File: config.mk
export PLATFORM = sky130hd
export DESIGN_NAME = ps2_scancode_rx_flat
export DESIGN_NICKNAME = d
export VERILOG_FILES = /design/src/rtl/ps2_scancode_rx_if.sv /design/src/rtl/ps2_scancode_rx.sv /design/src/flat_wrapper.sv
export SDC_FILE = /design/constraint.sdc
export NUM_CORES = 1
export LEC_CHECK = 0
export BUFFER_PORTS_ARGS = -buffer_cell sky130_fd_sc_hd__buf_2
export CORE_MARGIN = 2
export CORE_UTILIZATION = 45
export DETAILED_ROUTE_END_ITERATION = 6
export PLACE_DENSITY_LB_ADDON = 0.12
export REMOVE_ABC_BUFFERS = 1
export SKIP_LAST_GASP = 1
export SYNTH_ARGS = -nofsm -noshare
export SYNTH_HDL_FRONTEND = slang
export SYNTH_SLANG_ARGS = --single-unit
File: constraint.sdc
create_clock -name clock -period 2.4 [get_ports clock]
set_input_delay 0.12 -clock clock [delete_from_list [all_inputs] [get_ports clock]]
set_output_delay 0.12 -clock clock [all_outputs]
set_load 0.01 [all_outputs]
File: src/rtl/ps2_scancode_rx_if.sv
// Scancode event bus from the PS/2 receiver to the keyboard matrix logic.
interface ps2_scancode_rx_if;
    logic       kstb;
    logic       make;
    logic [7:0] code;
    logic       ext;
    logic       perr;

    modport master (output kstb, make, code, ext, perr);
    modport slave  (input  kstb, make, code, ext, perr);
endinterface

File: src/rtl/ps2_scancode_rx.sv
// PS/2 device-to-host frame receiver producing one strobe per key event (set-2 codes).
// Optional feature macro PS2_EXTENDED_EN: report the E0 prefix on ext; otherwise E0 is dropped.
module ps2_scancode_rx #(
    parameter int unsigned FILTER  = 8,
    parameter int unsigned TIMEOUT = 112000
) (
    input  logic              clock,
    input  logic              reset,
    input  logic              ps2ck,
    input  logic              ps2d,
    ps2_scancode_rx_if.master bus
);
    localparam int unsigned FW = $clog2(FILTER + 1);
    localparam int unsigned TW = $clog2(TIMEOUT + 1);

    typedef enum logic [1:0] {StIdle, StData, StParity, StStop} state_e;

    logic          ck_s1_q, ck_s2_q, d_s1_q, d_s2_q;
    logic          ck_filt_q, ck_filt_d;
    logic [FW-1:0] flt_cnt_q, flt_cnt_d;
    logic          flt_edge;
    logic          fall_q, fall_d;
    logic          bit_q, bit_d;

    state_e        state_q, state_d;
    logic [2:0]    bitcnt_q, bitcnt_d;
    logic [7:0]    shreg_q, shreg_d;
    logic          par_q, par_d;
    logic [TW-1:0] to_cnt_q, to_cnt_d;
    logic          brk_q, brk_d;
    logic          kstb_q, kstb_d;
    logic          perr_q, perr_d;
    logic          make_q, make_d;
    logic [7:0]    code_q, code_d;
`ifdef PS2_EXTENDED_EN
    logic          extflag_q, extflag_d;
    logic          ext_q, ext_d;
`endif

    // Glitch filter: a new ps2ck level must persist FILTER samples; the data bit is captured
    // together with the accepted falling edge so the FSM sees both one cycle later.
    always_comb begin
        ck_filt_d = ck_filt_q;
        flt_cnt_d = '0;
        flt_edge  = 1'b0;
        fall_d    = 1'b0;
        bit_d     = bit_q;
        if (ck_s2_q != ck_filt_q) begin
            if (flt_cnt_q == FW'(FILTER - 1)) begin
                ck_filt_d = ck_s2_q;
                flt_edge  = 1'b1;
                fall_d    = ck_filt_q;
                bit_d     = d_s2_q;
            end else begin
                flt_cnt_d = flt_cnt_q + FW'(1);
            end
        end
    end

    always_comb begin
        state_d   = state_q;
        bitcnt_d  = bitcnt_q;
        shreg_d   = shreg_q;
        par_d     = par_q;
        brk_d     = brk_q;
        make_d    = make_q;
        code_d    = code_q;
        kstb_d    = 1'b0;
        perr_d    = 1'b0;
`ifdef PS2_EXTENDED_EN
        extflag_d = extflag_q;
        ext_d     = ext_q;
`endif
        if (state_q == StIdle || flt_edge) begin
            to_cnt_d = '0;
        end else begin
            to_cnt_d = to_cnt_q + TW'(1);
        end

        if (fall_q) begin
            case (state_q)
                StIdle: begin
                    if (!bit_q) begin
                        state_d  = StData;
                        bitcnt_d = 3'd0;
                    end
                end
                StData: begin
                    shreg_d  = {bit_q, shreg_q[7:1]};
                    bitcnt_d = bitcnt_q + 3'd1;
                    if (bitcnt_q == 3'd7) begin
                        state_d = StParity;
                    end
                end
                StParity: begin
                    par_d   = bit_q;
                    state_d = StStop;
                end
                StStop: begin
                    state_d = StIdle;
                    if (bit_q && (^{shreg_q, par_q})) begin
                        case (shreg_q)
                            8'hF0: brk_d = 1'b1;
                            8'hE0: begin
`ifdef PS2_EXTENDED_EN
                                extflag_d = 1'b1;
`endif
                            end
                            8'hE1: begin
                            end
                            default: begin
                                code_d    = shreg_q;
                                make_d    = ~brk_q;
                                kstb_d    = 1'b1;
                                brk_d     = 1'b0;
`ifdef PS2_EXTENDED_EN
                                ext_d     = extflag_q;
                                extflag_d = 1'b0;
`endif
                            end
                        endcase
                    end else begin
                        perr_d    = 1'b1;
                        brk_d     = 1'b0;
`ifdef PS2_EXTENDED_EN
                        extflag_d = 1'b0;
`endif
                    end
                end
                default: state_d = StIdle;
            endcase
        end else if (state_q != StIdle && to_cnt_q == TW'(TIMEOUT - 1)) begin
            // Line stalled mid-frame: drop the partial byte and any pending prefix.
            state_d   = StIdle;
            bitcnt_d  = 3'd0;
            brk_d     = 1'b0;
            perr_d    = 1'b1;
`ifdef PS2_EXTENDED_EN
            extflag_d = 1'b0;
`endif
        end
    end

    always_ff @(posedge clock) begin
        if (!reset) begin
            ck_s1_q   <= 1'b1;
            ck_s2_q   <= 1'b1;
            d_s1_q    <= 1'b1;
            d_s2_q    <= 1'b1;
            ck_filt_q <= 1'b1;
            flt_cnt_q <= '0;
            fall_q    <= 1'b0;
            bit_q     <= 1'b1;
            state_q   <= StIdle;
            bitcnt_q  <= 3'd0;
            shreg_q   <= 8'h00;
            par_q     <= 1'b0;
            to_cnt_q  <= '0;
            brk_q     <= 1'b0;
            kstb_q    <= 1'b0;
            perr_q    <= 1'b0;
            make_q    <= 1'b1;
            code_q    <= 8'h00;
`ifdef PS2_EXTENDED_EN
            extflag_q <= 1'b0;
            ext_q     <= 1'b0;
`endif
        end else begin
            ck_s1_q   <= ps2ck;
            ck_s2_q   <= ck_s1_q;
            d_s1_q    <= ps2d;
            d_s2_q    <= d_s1_q;
            ck_filt_q <= ck_filt_d;
            flt_cnt_q <= flt_cnt_d;
            fall_q    <= fall_d;
            bit_q     <= bit_d;
            state_q   <= state_d;
            bitcnt_q  <= bitcnt_d;
            shreg_q   <= shreg_d;
            par_q     <= par_d;
            to_cnt_q  <= to_cnt_d;
            brk_q     <= brk_d;
            kstb_q    <= kstb_d;
            perr_q    <= perr_d;
            make_q    <= make_d;
            code_q    <= code_d;
`ifdef PS2_EXTENDED_EN
            extflag_q <= extflag_d;
            ext_q     <= ext_d;
`endif
        end
    end

    assign bus.kstb = kstb_q;
    assign bus.perr = perr_q;
    assign bus.make = make_q;
    assign bus.code = code_q;
`ifdef PS2_EXTENDED_EN
    assign bus.ext  = ext_q;
`else
    assign bus.ext  = 1'b0;
`endif
endmodule

File: src/flat_wrapper.sv
// flat-port wrapper written by rule: the top's interface ports become plain ports
module ps2_scancode_rx_flat 
#(
    parameter int unsigned FILTER  = 8,
    parameter int unsigned TIMEOUT = 112000
)
  (clock, reset, ps2ck, ps2d, bus_kstb, bus_make, bus_code, bus_ext, bus_perr);
  ps2_scancode_rx_if bus_i ();
  input  logic clock;
  input  logic reset;
  input  logic ps2ck;
  input  logic ps2d;
  output wire logic [$bits(bus_i.kstb)-1:0] bus_kstb;
  output wire logic [$bits(bus_i.make)-1:0] bus_make;
  output wire logic [$bits(bus_i.code)-1:0] bus_code;
  output wire logic [$bits(bus_i.ext)-1:0] bus_ext;
  output wire logic [$bits(bus_i.perr)-1:0] bus_perr;
  assign bus_kstb = bus_i.kstb;
  assign bus_make = bus_i.make;
  assign bus_code = bus_i.code;
  assign bus_ext = bus_i.ext;
  assign bus_perr = bus_i.perr;
  ps2_scancode_rx #(.FILTER(FILTER), .TIMEOUT(TIMEOUT)) u_core (.clock(clock), .reset(reset), .ps2ck(ps2ck), .ps2d(ps2d), .bus(bus_i));
endmodule
==> results of run 1 <==
-- power by group --
group | internal, uW | switching (uW)
clock network | 313 | 279
logic | 8.91 | 14.6
registers | 899 | 1.38
total | 1220 | 295
-- metal layers --
metal  GRT usage [%]  wire length, microns
met1            20.8                  2080
met2            24.7                  1920
met3            4.62                    97
met4            5.64                    29
met5               0                     0
-- final cells by class --
| class | count | area (sq um) | share of cell area [%] |
|---|---|---|---|
| well taps | 70 | 87.6 | 3.33 |
| multi-input cells | 193 | 1210 | 46.0 |
| inverters | 9 | 33.8 | 1.28 |
| repair buffers | 19 | 113 | 4.28 |
| clock inverters | 1 | 30.0 | 1.14 |
| clock buffers | 7 | 76.3 | 2.90 |
| flip-flops and latches | 54 | 1080 | 41.1 |
-- per-stage QoR --
stage	power, uW	instance area (sq um)
after global placement	943	2500
after CTS	1540	2630
after detailed placement	943	2500
after floorplan	929	2320
final	1520	2630
after global routing	1580	2630
-- placed cells by master (no fill, tap or decap), types with 3 or more instances in the layout --
cell / n
xnor2_1: 9
or3_1: 3
buf_4: 3
nand3_1: 10
nand2b_1: 4
nand4_1: 6
nand2_1: 46
o21ai_0: 10
dfxtp_1: 54
inv_1: 8
nor2_1: 24
a21oi_1: 16
clkbuf_8: 5
ha_1: 9
buf_2: 14
xor2_1: 11
nor3_1: 8
mux2i_1: 9
-- Yosys cell counts (all sizes together), types with 5 or more instances --
master	n	area [sq um]
dfxtp	54	1080
nand2	47	179
nor2	25	101
a21oi	16	80.1
nand3	12	70.1
xor2	11	96.3
o21ai	10	50.1
ha	9	113
mux2i	9	90.1
xnor2	9	78.8
inv	8	30.0
nor3	8	40.0
nand4	6	37.5
clkbuf	5	18.8
-- worst register-to-register path, stage by stage (launching register included) --
cell and delay [ns]:
dfxtp_1 0.37, ha_1 0.23, nand3_2 0.10, or4b_4 0.57
o21a_4 0.24, or4_1 0.46, a21oi_1 0.12
-- worst max path at each step --
stage          slack, ns            endpoint               start  depth (start not counted)
5_1_grt             0.12  u_core.bitcnt_q[0]  u_core.to_cnt_q[0]                          6
3_3_place_gp        0.30  u_core.bitcnt_q[0]  u_core.to_cnt_q[0]                          6
6_report            0.26  u_core.bitcnt_q[0]  u_core.to_cnt_q[0]                          6
3_5_place_dp        0.28  u_core.bitcnt_q[0]  u_core.to_cnt_q[0]                          6
2_1_floorplan       0.36  u_core.bitcnt_q[0]  u_core.to_cnt_q[0]                          6
4_1_cts             0.26  u_core.bitcnt_q[0]  u_core.to_cnt_q[0]                          6
-- kinds of logic (layout without fill, tap and decap cells) --
group | Yosys count | count (layout) | share of synthesized area [%]
other cells | 1 | 1 | 0.159
xor+xnor | 22 | 22 | 9.32
simple gates | 120 | 120 | 25.2
buf+inv | 18 | 36 | 3.07
fa+ha+maj | 9 | 9 | 4.76
mux | 10 | 10 | 4.29
flops | 54 | 54 | 45.7
compound gates | 31 | 31 | 7.46
-- state kept, by name (all words and copies together), names as in the netlist --
| name | flops |
|---|---|
| u_core.to_cnt_q | 17 |
| u_core.bus.code | 8 |
| u_core.shreg_q | 8 |
| u_core.flt_cnt_q | 4 |
| u_core.bitcnt_q | 3 |
| u_core.state_q | 2 |
| u_core.bit_q | 1 |
| u_core.brk_q | 1 |
| u_core.bus.kstb | 1 |
| u_core.bus.make | 1 |
| u_core.bus.perr | 1 |
| u_core.ck_filt_q | 1 |
| u_core.ck_s1_q | 1 |
| u_core.ck_s2_q | 1 |
| u_core.d_s1_q | 1 |
| u_core.d_s2_q | 1 |
| u_core.fall_q | 1 |
| u_core.par_q | 1 |
-- timing repair --
action,4_1_cts,5_1_grt
endpoints found under the setup margin,0,0
hold buffers,2,0
endpoints found under the hold margin,2,0
==> results.yml, run 1 <==
setup_path:
  worstPathRequired_ns: 2.64
  cp_num_buf_inv: 0
  r2r_slack_ns: 0.26
  arrival_ns: 2.38
  critPathLaunchType: "register"
  slowest_stage: "or4b_4"
  slowest_delay_ns: 0.57
  critical_path.top_delay_family: "simple AND/OR/NAND/NOR gates"
  worst-path-max-fanout: 7
  path_cells: "ha_1 > nand3_2 > or4b_4 > o21a_4 > or4_1 > a21oi_1"
  reg2regPathDepth: 6
  crit_type: "register to register"
  worst_r2r_endpoint: "u_core.bitcnt_q[0]"
  end_kind: "register"
  r2r_start: "u_core.to_cnt_q[0]"
power_and_ir_drop:
  p_leak_uw: 0.000933
  power_density_mw_per_mm2: 576
  peakVddDrop_mv: 0.317
clocking:
  clk_latency_ns: 0.30
  htreeDepth: 2
  cts_buffers: 5
  cts_tree: "yes"
  cts_setup_buffers: 0
  cts_buffer_depth: 2
  cts-root-buf: "clkbuf_8"
  clock_sinks: 54
  cts_resized: 0
  clkSlewWorstSetupHoldPaths_ns: 0.09
logic_synthesis:
  synthDistinctLibCells: 44
  yosysWarnings: 0
  syn-mean-instance-area_sq_um: 8.92
  yosysSeqAreaShare_pct: 45.7
  synth_edf_count: 0
  syn_inst: 265
  ys_async_sr_fraction_pct: 0
  syn_area_sq_mm: 0.00236
  ys_ff_latch: 54
  ys.flop_type: "dfxtp_1"
timing:
  finalHoldWorstSlack_ns: 0.251
  fmax_ghz: 0.467
  finalHoldViolCount: 0
  period_needed_ns: 2.14
  drv_slew: 0
  worstMarginPinSlew_ns: 0.606
  fin_ws_ns: 0.259
  setup_viol: 0
  skew_ns: 0.00803
  rsz0062_at_grt: "no"
  fin_setup_tns_ns: 0
  slew_headroom_pct: 59.6
  timing.final.crit_share_pct: 89.2
global_route:
  grt_overflow: 0
  grt_pass1_vias: 1690
  grt_usage_pct: 15.8
  antenna_found_initial: 0
  grt_first_pass_wirelength_microns: 7560
  grt_start_max_net_pins: 27
drt:
  first_pass_iters: 4
  via_count: 1756
  drt_iter0_markers: 104
  viasPerCell: 4.97
  drc: 0
  drt-wirelength-per-cell_microns: 11.7
  ant_nets: 0
  wl_microns: 4120
floorplanning:
  die-width_microns: 76.5
  die_h_microns: 76.5
  die_area_sq_mm: 0.00585
  num_rows: 26
  core-area_sq_mm: 0.00507
  ios: 16
  initial_core_util_pct: 46.6
final_layout:
  fin_nets: 295
  fillers: 498
  final_util_pct: 51.8
  area_growth_pct: 11.3
  diodes: 0
  instances_no_fill: 353
  layout-drive-gt1-share_pct: 12.0
place:
  gp_congestion: 0.766
  hpwl_microns: 2870
  dpl_worst_slack_ns: 0.279
  port_buffers: 14
  placed_cells: 343
worst_hold_path:
  hold-path-endpoint: "u_core.ck_filt_q"
  holdPathStages: 3
  min_from: "reset"
  min_path_type: "primary input to register"
status:
  outcome: "finished, final reports clean"
run:
  drv_cap: 0
Power figures use the tool's default switching activity.
==> run 2, diff against run 1 <==
--- a/config.mk
+++ b/config.mk
@@ -11,6 +11,7 @@
 export DETAILED_ROUTE_END_ITERATION = 6
 export PLACE_DENSITY_LB_ADDON = 0.12
 export REMOVE_ABC_BUFFERS = 1
+export SETUP_SLACK_MARGIN = 0.4
 export SKIP_LAST_GASP = 1
 export SYNTH_ARGS = -nofsm -noshare
 export SYNTH_HDL_FRONTEND = slang
==> run 2 against run 1 <==
- utilization increased by 1.8 points
- clock skew shrank 0.0013 ns
- via count up 1.0%
- clock-buffer cell count stayed put
- hold slack gained 0.0015 ns
- register-to-register slack gained 0.09 ns
- sequential power barely moved
- clock power is essentially flat
- non-clock buffer count grew 6
- first-iteration DRC count fell by 30%
- highest routed layer unchanged
==> results.yml, run 2 (synthesis results as in run 1) <==
setup_path:
  slowest_stage: "or4b_4"
  r2r_slack_ns: 0.35
  worst-path-max-fanout: 6
  path_cells: "ha_4 > nand3_2 > or4b_4 > o21a_4 > or4_4 > a21oi_2"
  critPathLaunchType: "register"
  worstPathRequired_ns: 2.65
  end_kind: "register"
  cp_num_buf_inv: 0
  cp_num_cells: 6
  crit_type: "register to register"
  slowest_delay_ns: 0.57
  arrival_ns: 2.30
  critical_path.top_delay_family: "simple AND/OR/NAND/NOR gates"
  reg2regPathDepth: 6
clocking:
  clk_latency_ns: 0.30
  cts-root-buf: "clkbuf_8"
  cts_buffer_depth: 2
  cts_tree: "yes"
  clock_sinks: 54
  htreeDepth: 2
  cts_buffers: 5
  clkSlewWorstSetupHoldPaths_ns: 0.09
power_and_ir_drop:
  p_leak_uw: 0.000975
  finalPower_uw: 1520
  power_density_mw_per_mm2: 558
  peakVddDrop_mv: 0.329
drt:
  drt_iter0_markers: 73
  drt-wirelength-per-cell_microns: 12.0
  wl_microns: 4300
  viasPerCell: 4.94
  drc: 0
  ant_nets: 0
  via_count: 1774
  first_pass_iters: 4
final_layout:
  fin_nets: 301
  final_common_cell: "dfxtp_1"
  diodes: 0
  largest-register: "u_core.to_cnt_q"
  area_growth_pct: 15.2
  layout-drive-gt1-share_pct: 17.0
  final_cell_mix: "dfxtp_1 (49), nand2_1 (46), nor2_1 (24)"
  largest_reg_flops: 17
floorplanning:
  die_h_microns: 76.5
  core-area_sq_mm: 0.00507
  ios: 16
  die_area_sq_mm: 0.00585
  num_rows: 26
  initial_core_util_pct: 46.6
  die-width_microns: 76.5
timing:
  skew_ns: 0.00668
  timing.final.crit_share_pct: 85.4
  drv_slew: 0
  fmax_ghz: 0.488
  worstMarginPinSlew_ns: 0.583
  setup_viol: 0
  finalHoldViolCount: 0
  rsz0062_at_grt: "yes"
  period_needed_ns: 2.05
  fin_setup_tns_ns: 0
  slew_headroom_pct: 61.1
run:
  drv_cap: 0
global_route:
  antenna_found_initial: 0
  grt_usage_pct: 16.1
  grt_first_pass_wirelength_microns: 7680
  grt_overflow: 0
  grt_start_max_net_pins: 27
  grt_pass1_vias: 1709
place:
  hpwl_microns: 2870
  gp_congestion: 0.766
  port_buffers: 14
status:
  outcome: "finished, final reports clean"
worst_hold_path:
  min_path_type: "primary input to register"
  holdPathStages: 3
[run 2: repair_timing]
action / CTS / global route
buffers inserted: 2 / 4
hold buffers: 2 / 0
pin swaps: 3 / 4
endpoints found under the hold margin: 2 / 0
endpoints found under the setup margin: 11 / 13
gates resized for setup: 4 / 7
[run 2: metal layers]
layer	vias to the layer above	track usage, %	routed length, microns
met5	-	0	0
li1	932	-	-
met1	824	20.9	2180
met3	2	4.62	98
met4	0	5.64	27
met2	16	25.5	2000
[run 2: layout make-up]
type / count / area [sq um]
clock inverters: 1 / 30.0
multi-input cells: 193 / 1240
inverters: 9 / 33.8
well taps: 70 / 87.6
fillers: 492 / 2350
repair buffers: 25 / 170
flip-flops and latches: 54 / 1090
clock buffers: 7 / 76.3
[run 2: stage by stage]
stage | hold slack, ns | setup WS (ns) | std cells | cell area, sq um | util [%]
2_1_floorplan | 0.182 | 0.356 | 256 | 2320 | -
3_3_place_gp | 0.301 | 0.302 | 343 | 2500 | 49.4
3_5_place_dp | 0.305 | 0.279 | 343 | 2500 | 49.4
4_1_cts | 0.250 | 0.375 | 355 | 2670 | 52.7
5_1_grt | 0.270 | 0.282 | 359 | 2720 | 53.6
6_report | 0.252 | 0.350 | 359 | 2720 | 53.6
[run 2: worst reg2reg max path: cells and delay by family (launching register included)]
kind / cells / cell delay, ns
DFF: 1 / 0.36
AOI/OAI and AO/OA: 2 / 0.37
and+or+nand+nor: 3 / 1.12
adders and majority gates: 1 / 0.14
[run 2: path summary, 6_finish.rpt]
path / startpoint / endpoint
hold reg to reg: u_core.ck_s1_q / u_core.ck_s2_q
setup / recovery: u_core.to_cnt_q[1] / u_core.bitcnt_q[0]
hold / removal: reset / u_core.ck_filt_q
setup reg to reg: u_core.to_cnt_q[1] / u_core.bitcnt_q[0]
[run 2: power by group]
group | total [uW] | internal (uW) | switching, uW | leakage, uW
combinational | 24.2 | 8.91 | 15.3 | 0.000484
clock | 594 | 313 | 282 | 0.0000524
sequential | 900 | 899 | 1.40 | 0.000438
